**config.mk**
```make
export PLATFORM = sky130hd
export DESIGN_NAME = load_store_unit
export DESIGN_NICKNAME = d
export VERILOG_FILES = /design/src/rtl/load_store_unit_pkg.sv /design/src/rtl/load_store_unit_lane_logic.sv /design/src/rtl/load_store_unit.sv
export SDC_FILE = /design/constraint.sdc
export NUM_CORES = 1
export LEC_CHECK = 0
export BUFFER_PORTS_ARGS = -buffer_cell sky130_fd_sc_hd__buf_2
export CORE_MARGIN = 3
export CORE_UTILIZATION = 30
export CTS_CLUSTER_SIZE = 8
export DETAILED_ROUTE_END_ITERATION = 16
export PLACE_DENSITY_LB_ADDON = 0.1
export SLEW_MARGIN = 20
export SYNTH_ARGS = -nofsm -noshare
export SYNTH_HDL_FRONTEND = slang
export SYNTH_SLANG_ARGS = --single-unit
```
**constraint.sdc**
```tcl
create_clock -name clk -period 3.83 [get_ports clk]
set_input_delay 0 -clock clk [delete_from_list [all_inputs] [get_ports clk]]
set_output_delay 0 -clock clk [all_outputs]
set_load 0.02 [all_outputs]
```
**src/rtl/load_store_unit_pkg.sv**
```systemverilog
// load_store_unit_pkg: RV32I access-width codes, LSU state encoding and access legality rule.
package load_store_unit_pkg;
  localparam logic [2:0] F3_B  = 3'b000;
  localparam logic [2:0] F3_H  = 3'b001;
  localparam logic [2:0] F3_W  = 3'b010;
  localparam logic [2:0] F3_BU = 3'b100;
  localparam logic [2:0] F3_HU = 3'b101;
  typedef enum logic {IDLE, RMW_WR} lsu_state_e;
  function automatic logic access_fault(input logic write, input logic [2:0] funct3, input logic [1:0] off);
    return funct3 == 3'b011 || funct3[2:1] == 2'b11 || (write && funct3[2]) ||
           (funct3[1:0] == F3_H[1:0] && off[0]) || (funct3[1:0] == F3_W[1:0] && off != 2'b00);
  endfunction
endpackage

```
**src/rtl/load_store_unit_lane_logic.sv**
```systemverilog
// lsu_lane_logic: extracts/extends a load lane and merges store lanes into the memory word.
module lsu_lane_logic
  import load_store_unit_pkg::*;
(
  input  logic [2:0]  funct3,
  input  logic [1:0]  off,
  input  logic [31:0] mem_dout,
  input  logic [31:0] wdata,
  output logic [31:0] load_data,
  output logic [31:0] merged
);
  logic [31:0] shifted, mask, data;
  logic        sext;
  always_comb begin
    shifted   = mem_dout >> {off, 3'b000};
    sext      = funct3 == F3_B || funct3 == F3_H;
    load_data = (funct3 == F3_B || funct3 == F3_BU) ? {{24{sext & shifted[7]}}, shifted[7:0]} :
                (funct3 == F3_H || funct3 == F3_HU) ? {{16{sext & shifted[15]}}, shifted[15:0]} : mem_dout;
    mask      = funct3[1:0] == F3_B[1:0] ? 32'h0000_00ff << {off, 3'b000} :
                funct3[1:0] == F3_H[1:0] ? 32'h0000_ffff << {off, 3'b000} : '1;
    data      = funct3[1:0] == F3_B[1:0] ? {4{wdata[7:0]}} :
                funct3[1:0] == F3_H[1:0] ? {2{wdata[15:0]}} : wdata;
    merged    = (mem_dout & ~mask) | (data & mask);
  end
endmodule

```
**src/rtl/load_store_unit.sv**
```systemverilog
// load_store_unit: RV32I MEM-stage LSU with read-modify-write for sub-word stores.
module load_store_unit
  import load_store_unit_pkg::*;
(
  input  logic        clk,
  input  logic        reset,
  input  logic        req_valid,
  input  logic        req_write,
  input  logic [2:0]  funct3,
  input  logic [31:0] addr,
  input  logic [31:0] wdata,
  output logic        req_ready,
  output logic [31:0] rdata,
  output logic        rdata_valid,
  output logic        fault,
  output logic [31:0] mem_addr,
  output logic [31:0] mem_din,
  output logic        mem_read,
  output logic        mem_write,
  input  logic [31:0] mem_dout
);
  lsu_state_e  state, state_nx;
  logic [31:0] load_data, merged, merged_q, waddr_q;
  logic        accept, bad, sub_st;
  lsu_lane_logic u_lane (
    .funct3   (funct3),
    .off      (addr[1:0]),
    .mem_dout (mem_dout),
    .wdata    (wdata),
    .load_data(load_data),
    .merged   (merged)
  );
  // A reset landing in RMW_WR suppresses the pending write in that same cycle.
  always_comb begin
    accept    = req_valid && state == IDLE && !reset;
    bad       = access_fault(req_write, funct3, addr[1:0]);
    sub_st    = req_write && funct3 != F3_W;
    req_ready = state == IDLE;
    mem_addr  = state == RMW_WR ? waddr_q : {addr[31:2], 2'b00};
    mem_read  = accept && !bad && (!req_write || sub_st);
    mem_write = state == RMW_WR ? !reset : accept && !bad && req_write && !sub_st;
    mem_din   = !mem_write ? '0 : state == RMW_WR ? merged_q : wdata;
    state_nx  = state == IDLE && accept && !bad && sub_st ? RMW_WR : IDLE;
  end
  always_ff @(posedge clk) begin
    if (reset) begin
      state       <= IDLE;
      rdata       <= '0;
      rdata_valid <= 1'b0;
      fault       <= 1'b0;
      merged_q    <= '0;
      waddr_q     <= '0;
    end else begin
      state       <= state_nx;
      rdata_valid <= accept && !bad && !req_write;
      fault       <= accept && bad;
      if (accept && !bad && !req_write) rdata <= load_data;
      if (state_nx == RMW_WR) begin
        merged_q <= merged;
        waddr_q  <= mem_addr;
      end
    end
  end
endmodule

```
### Word level (Yosys, flattened, before mapping)

Index checks and enable logic that the tools add are counted.

* word-level logic and storage cells: 65
* bits of input ports: 103
* bits in registers: 99

* muxes and demuxes: 11
* bitwise operators: 7
* reductions and logical operators: 30
* shift-type cells: 3
* equal/unequal tests: 8

Operators by type and width (count)
* two-way mux 32 bit: 9
* AND 32 bit: 2
* inverter 32 bit: 1
* OR 32 bit: 1
* left shift 16 x 5 -> 32 bit, first input constant: 1
* left shift 8 x 5 -> 32 bit, first input constant: 1
* >> shifter 32 x 5 -> 16 bit: 1
* logical AND 1 bit: 15
* logical OR 1 bit: 8
* == test 3 bit, second input constant: 2
* == test 2 bit, second input constant: 2
* logical NOT 1 bit: 4
* == test 3 x 1 -> 1 bit, second input constant: 1
* == test 3 x 2 -> 1 bit, second input constant: 1
* logical NOT 3 bit: 1
* inequality test 3 x 2 -> 1 bit, second input constant: 1
* AND 1 bit: 2
* == test 2 x 1 -> 1 bit, second input constant: 1
* logical NOT 2 bit: 1
* two-way mux 1 bit: 2
* nonzero test 2 bit: 1
* inverter 1 bit: 1

### Logic depth before layout (Yosys ltp)

Gate-level depths: netlist of run 1.

* word-level depth: 11
* gate-level depth with buffers: 11
* gate-level depth less buffers: 7

### Cells and area by module

A second synthesis of run 1 with hierarchy kept.

* cells, all modules: 793
* area, all modules: 6090.8 um^2

Modules (own cells, without submodules)
* load_store_unit: cells an instance 546, seq. area each 1981.9 um^2, instances 1, area an instance 4506.8 um^2
* lsu_lane_logic: cells an instance 247, seq. area each 0.0 um^2, instances 1, area an instance 1584.0 um^2

### Worst setup path before layout of run 1

No wires, ideal clock.

* path kind: input port to flip-flop
* start: in addr[1]
* end: reg rdata[20]
* required time: 3.711 ns
* stages: 11
* path slack: 1.725 ns
* library setup time: 0.119 ns
* arrival: 1.985 ns
* cell sequence: clkbuf_1 > buf_2 > inv_1 > ha_1 > clkbuf_1 > nand2b_1 > a2111o_1 > clkinv_2 > o211a_4 > buf_6 > a21oi_1

* longest elaborated chain between the ends: 6
* elaborated cells between the ends (all ways): 11

Ends and longest elaborated chain
* from (decl): line load_store_unit.sv:10 `input logic [31:0] addr,`
* parallel branches: the longest is 6 deep, another holds >> shifter 32 x 5 -> 16 bit
* to (signal assigned): line load_store_unit.sv:57 `if (accept && !bad && !req_write) rdata <= load_data;`
* to (decl): line load_store_unit.sv:13 `output logic [31:0] rdata,`

Several ways; the timed one is not identified.
A chain may end at the register's enable or synchronous reset.

### Final worst setup path of run 1

* start: in reset
* end: reg merged_q[4]

* longest elaborated chain between the ends: 6

Ends and longest elaborated chain
* from (decl): line load_store_unit.sv:6 `input logic reset,`
* logical NOT 1 bit: line load_store_unit.sv:35 `accept = req_valid && state == IDLE && !reset;`
* logical AND 1 bit: line load_store_unit.sv:35
* logical AND 1 bit (3 in series): line load_store_unit.sv:43 `state_nx = state == IDLE && accept && !bad && sub_st ? RMW_WR : IDLE;`
* two-way mux 1 bit: line load_store_unit.sv:43
* to (signal assigned): line load_store_unit.sv:59 `merged_q <= merged;`
* to (decl): line load_store_unit.sv:23 `logic [31:0] load_data, merged, merged_q, waddr_q;`

Parallel ways exist; a longest one is shown, timed or not.

==> flow_summary.yaml, run 1 <==
outcome:
  status: "finished clean"
setup_path:
  worstPathMaxFanout: 39
  arrival_ns: 3.32
  critPathRequiredTime_ns: 4.07
  path_class: "in2reg"
  start_kind: "primary input"
  reg2reg_depth: 7
  r2r_end: "merged_q[4]"
  end_kind: "flop"
  reg2reg_from: "state"
  r2r_slack_ns: 0.84
  crit_end: "merged_q[4]"
  critPathLaunch: "reset"
global_routing:
  antenna_found_initial: 1
  grt_overflow: 0
  grt_max_degree: 67
  grtUsageTotal_pct: 20.0
  grt_pass1_wl_mm: 32.5
  grt_pass1_vias: 5727
final_layout:
  final_nets: 964
  fin_cells: 1092
  drive_gt1_share_pct: 35.0
  fill_cells: 1893
  area_growth_pct: 30.6
  final_core_util_pct: 40.7
synth:
  synthAdderAreaFrac_pct: 0.876
  async_reset_ff_share_pct: 0
  synth_edf_count: 0
  synth.area.top_cells: "dfxtp_1, mux2_2, mux2i_1, o21ai_0, a21oi_1"
  synth_mux_area_share_pct: 20.3
  ys_ff_latch: 99
  synth_compound_area_share_pct: 26.4
  synth-main-ff-cell: "dfxtp_1"
  syn-num-nets: 771
  synth.top_cell.area_share_pct: 34.7
  yosysWarnings: 0
  yosysUniqueCellTypes: 50
  syn_area_per_cell_um2: 8.60
  synth_xor_area_share_pct: 0
  synth_top_cells_by_count: "dfxtp_1, o21ai_0, a21oi_1"
  synth_area_um2: 5710
  synthSimpleGateAreaFrac_pct: 11.6
  synth_top_family_by_area: "compound AO/OA/AOI/OAI gates"
  synth_most_common_cell: "dfxtp_1"
  synth_top_cell_by_area: "dfxtp_1"
  synth-seq-area-share_pct: 34.7
  netlist_instances: 664
timing:
  hold_viol: 0
  max_freq_mhz: 325
  setup_violations: 0
  slew_violations: 0
  holdWs_ns: 0.00809
  tightest_slew_ns: 1.01
  setup_tns_ns: 0
  finalCritPeriodShare_pct: 80.4
  grt_setup_unrepaired: "false"
  skew_ns: 0.00659
  min_period_ns: 3.08
  maxSlewHeadroom_pct: 32.5
floorplanning:
  io_pins: 204
  core_area_um2: 18300
  dieHeight_um: 144
  std_cell_rows: 49
  start_util_pct: 31.2
  dieArea_um2: 20700
  die_w_um: 144
flow_run:
  drv_cap: 0
clocking:
  cts_resized: 0
  cts_root_buffer: "clkbuf_16"
  cts_setup_buffers: 0
  cts_buffers: 9
  cts_tree: "built"
  h-tree-depth: 3
  clock_path_buffers: 2
  clkLatencyLatePin_ns: 0.35
  cts.clk_slew.worst_paths_ns: 0.07
  clock_sinks: 99
pwr:
  ir_drop_mv: 0.193
  fin_total_pwr_mw: 2.49
  power.leakage_nw: 3.12
  p_per_area_nw_per_um2: 333
drt:
  avgRoutedWirePerCell_um: 19.7
  wirelength_mm: 21.5
  firstDrtPassIters: 7
  vias_per_cell: 5.46
  ant_nets: 0
  first_iter_violations: 503
  drc_errors: 0
  route.vias.total: 5962
hold_path:
  hold_class: "in2reg"
  hold_start: "wdata[22]"
placement:
  port_buffers: 203
  hpwl_mm: 15.1
  place_congestion: 0.842
  placed_cells: 1038
through the flow:
stage                     worst slack (ns)  cell area, um2
after global routing                 0.613            7460
final                                0.749            7460
after floorplan                       1.73            5710
after detailed placement              1.05            6790
after global placement                1.12            6790
after CTS                            0.781            7440
sequential cells by signal (all words and copies together) (netlist names):
register / cells
rdata: 32
state: 1
waddr_q: 32
merged_q: 32
fault: 1
rdata_valid: 1
where the power goes:
group	leakage (nW)	switching (mW)	internal (mW)	total, mW
sequential	0.802	0.0118	1.05	1.06
combinational	2.18	0.296	0.199	0.495
clock	0.144	0.437	0.490	0.927
total	3.12	0.744	1.74	2.49
timing repair:
item,in CTS,in global routing
setup endpoints to repair,0,0
hold buffers,36,0
endpoints found under the hold margin,38,0
cells by family after synthesis:
group,count (synthesis)
AOI/OAI and AO/OA,237
muxes,109
DFF,99
adders and majority gates,4
and+or+nand+nor,139
buffers and inverters,76
worst min-delay path by stage:
stage | to | slack (ns) | depth (start not counted)
finish | merged_q[22] | 0.008 | 3
global route | merged_q[19] | 0.006 | 3
CTS | merged_q[5] | 0.0002 | 3
detailed placement | rdata[7] | 0.30 | 3
global placement | rdata[7] | 0.30 | 3
floorplan | mem_read | 0.13 | 1
area by class of cell:
| cell class | instances | area [um2] | share of cell area, % |
|---|---|---|---|
| Multi-Input combinational cell | 489 | 3390 | 45.5 |
| Sequential cell | 99 | 1990 | 26.6 |
| Timing Repair Buffer | 249 | 1460 | 19.6 |
| Tap cell | 229 | 287 | 3.84 |
| Clock buffer | 11 | 254 | 3.41 |
| Clock inverter | 5 | 41.3 | 0.554 |
| Inverter | 9 | 35.0 | 0.470 |
| Antenna cell | 1 | 2.50 | 0.0336 |
cell usage in the layout (no fill, tap or decap), types with 10 or more instances in the layout:
cell type / synthesis / final
o211ai_1: 26 / 26
dfxtp_1: 99 / 98
nand2b_1: 12 / 11
clkbuf_16: 0 / 10
mux2i_1: 53 / 53
a21oi_1: 66 / 66
mux2_2: 56 / 56
dlygate4sd3_1: 0 / 36
nor2_1: 41 / 41
o21ai_0: 77 / 77
nand2_1: 31 / 31
nand3_1: 28 / 28
buf_2: 15 / 203
layer usage:
metal,GRT usage [%],up-vias,share of wire [%]
met2,31.8,251,46
met4,5.15,0,1.3
met1,28.0,2844,46
li1,-,2850,-
met5,0,-,0
met3,3.84,17,6.8
critical path, stage by stage:
cell and delay [ns]:
dlygate4sd3_1 0.54, buf_2 0.19, or3b_4 0.45, a211oi_4 0.24
buf_4 0.43, nand2_2 0.43, inv_2 0.30, a311oi_1 0.12
dlygate4sd3_1 0.58
(Power assumes the default switching activity.)
==> run 2, diff against run 1 <==
==> constraint.sdc (replaced) <==
create_clock -name clk -period 3.1 [get_ports clk]
set_input_delay 0 -clock clk [delete_from_list [all_inputs] [get_ports clk]]
set_output_delay 0 -clock clk [all_outputs]
set_load 0.02 [all_outputs]
==> run 2 against run 1 <==
Total power rose by 23%. Hold slack got worse by 0.00070 ns. Via count fell by 0.23%. Sequential share of layout area barely moved. Non-clock buffer count fell by 1. Clock-buffer cell count rose by 1. Clock skew fell by 0.0037 ns. Sequential power rose by 25%. Die area did not move. Worst setup slack got worse by 0.46 ns. Largest cell class unchanged. Highest routed layer unchanged.
==> flow_summary.yaml, run 2 (synthesis gave the netlist of run 1 again) <==
floorplanning:
  start_util_pct: 31.2
  die_w_um: 144
  dieHeight_um: 144
  io_pins: 204
  dieArea_um2: 20700
  core_area_um2: 18300
  std_cell_rows: 49
drt:
  route.vias.total: 5948
  ant_nets: 0
  first_iter_violations: 363
  drc_errors: 0
  firstDrtPassIters: 5
  wirelength_mm: 21.8
  vias_per_cell: 5.45
  avgRoutedWirePerCell_um: 20.0
timing:
  setup_violations: 0
  fin_ws_ns: 0.287
  grt_setup_unrepaired: "false"
  tightest_slew_ns: 1.02
  finalCritPeriodShare_pct: 90.7
  min_period_ns: 2.81
  slew_violations: 0
  skew_ns: 0.00290
  max_freq_mhz: 356
  maxSlewHeadroom_pct: 32.2
  setup_tns_ns: 0
  holdWs_ns: 0.00739
  hold_viol: 0
clocking:
  cts_buffers: 9
  clock_sinks: 99
  cts_tree: "built"
  cts_root_buffer: "clkbuf_16"
  cts_setup_buffers: 0
  cts.clk_slew.worst_paths_ns: 0.07
  h-tree-depth: 3
  clock_path_buffers: 2
  clkLatencyLatePin_ns: 0.35
setup_path:
  worstPathMaxFanout: 27
  path_class: "in2reg"
  worstPathCellList: "buf_2, inv_1, ha_1, nand2b_1, a211oi_4, buf_4, nand2_2, inv_2, a311oi_1, dlygate4sd3_1"
  critPathRequiredTime_ns: 3.34
  cp_top_family: "buffers and inverters"
  start_kind: "primary input"
  end_kind: "flop"
  cpPeakStageDelay_ns: 0.58
  arrival_ns: 3.05
  critical-path-slowest-cell: "dlygate4sd3_1"
  cp_num_buf_inv: 5
pwr:
  p_per_area_nw_per_um2: 412
  power.leakage_nw: 3.12
  p_seq_share_pct: 42.9
  switchingPower_mw: 0.890
  switching_share_pct: 29.0
  p_int_mw: 2.18
  p_comb_share_pct: 20.2
  p_clk_share_pct: 36.9
  ir_drop_mv: 0.213
final_layout:
  final_common_cell: "buf_2"
  final_nets: 963
  area_growth_pct: 30.5
  layout_common_cells: "buf_2, dfxtp_1, o21ai_0, a21oi_1, mux2_2"
  top_regs: "merged_q x32, rdata x32, waddr_q x32"
  fin_area_um2: 7450
  drive_gt1_share_pct: 35.1
global_routing:
  grt_overflow: 0
  grt_pass1_vias: 6041
  grtUsageTotal_pct: 20.5
  grt_max_degree: 67
  grt_pass1_wl_mm: 33.2
  antenna_found_initial: 1
placement:
  hpwl_mm: 15.7
  place_ws_ns: 0.426
  port_buffers: 203
  place_area_um2: 6830
  place_congestion: 0.899
outcome:
  status: "finished clean"
hold_path:
  hold_class: "in2reg"
flow_run:
  drv_cap: 0
[run 2: cell types whose count changed in the layout (fill, tap and decap cells not counted)]
| cell | delta |
|---|---|
| buf_8 | -1 |
| clkbuf_1 | +2 |
| dlygate4sd3_1 | -3 |
| inv_6 | -2 |
| buf_4 | +1 |
| clkbuf_16 | -1 |
| buf_12 | +2 |
| inv_8 | -1 |
| bufinv_16 | +1 |
| clkinv_4 | +1 |
[run 2: metrics by stage]
step	instances	utilization, %	power, mW
3_5_place_dp	1041	37.3	1.93
4_1_cts	1090	40.6	3.09
3_3_place_gp	1041	37.3	1.93
2_1_floorplan	664	-	1.70
5_1_grt	1091	40.7	3.19
6_report	1091	40.7	3.07
[run 2: power groups by stage]
stage	clock network (mW)	logic, mW	registers (mW)
2_1_floorplan	0	0.337	1.36
3_3_place_gp	0	0.581	1.34
3_5_place_dp	0	0.586	1.35
4_1_cts	1.16	0.618	1.32
5_1_grt	1.21	0.668	1.32
6_report	1.13	0.619	1.32
[run 2: tightest hold or removal path, cell delays in order]
cell     delay (ns)
buf_2          0.11
mux2i_1        0.12
o31ai_1        0.07
[run 2: timing repair]
item	in CTS	in global routing
resized for setup	0	0
hold endpoints to repair	32	0
hold buffers	33	0
setup endpoints to repair	0	0
[run 2: path summary, 6_finish.rpt]
kind,cells past startpoint,startpoint,to,slack (ns)
setup / recovery,10,addr[1],merged_q[2],0.29
hold / removal,3,wdata[19],merged_q[19],0.007
setup reg to reg,7,state,merged_q[2],0.30
hold reg to reg,2,rdata[0],rdata[0],0.46
[run 2: cell type report]
type,count,area (um2)
Tap cell,229,287
Clock inverter,4,51.3
Antenna cell,1,2.50
Multi-Input combinational cell,489,3390
Clock buffer,12,236
Fill cell,1920,10900
Inverter,9,35.0
Timing Repair Buffer,248,1460
Sequential cell,99,1990
[run 2: metal layers]
metal	vias to the layer above	wire (um)	global-route usage (%)
met4	0	377	5.95
met2	248	10200	33.8
met3	25	1470	3.54
li1	2844	-	-
met5	-	0	0
met1	2831	9790	27.6
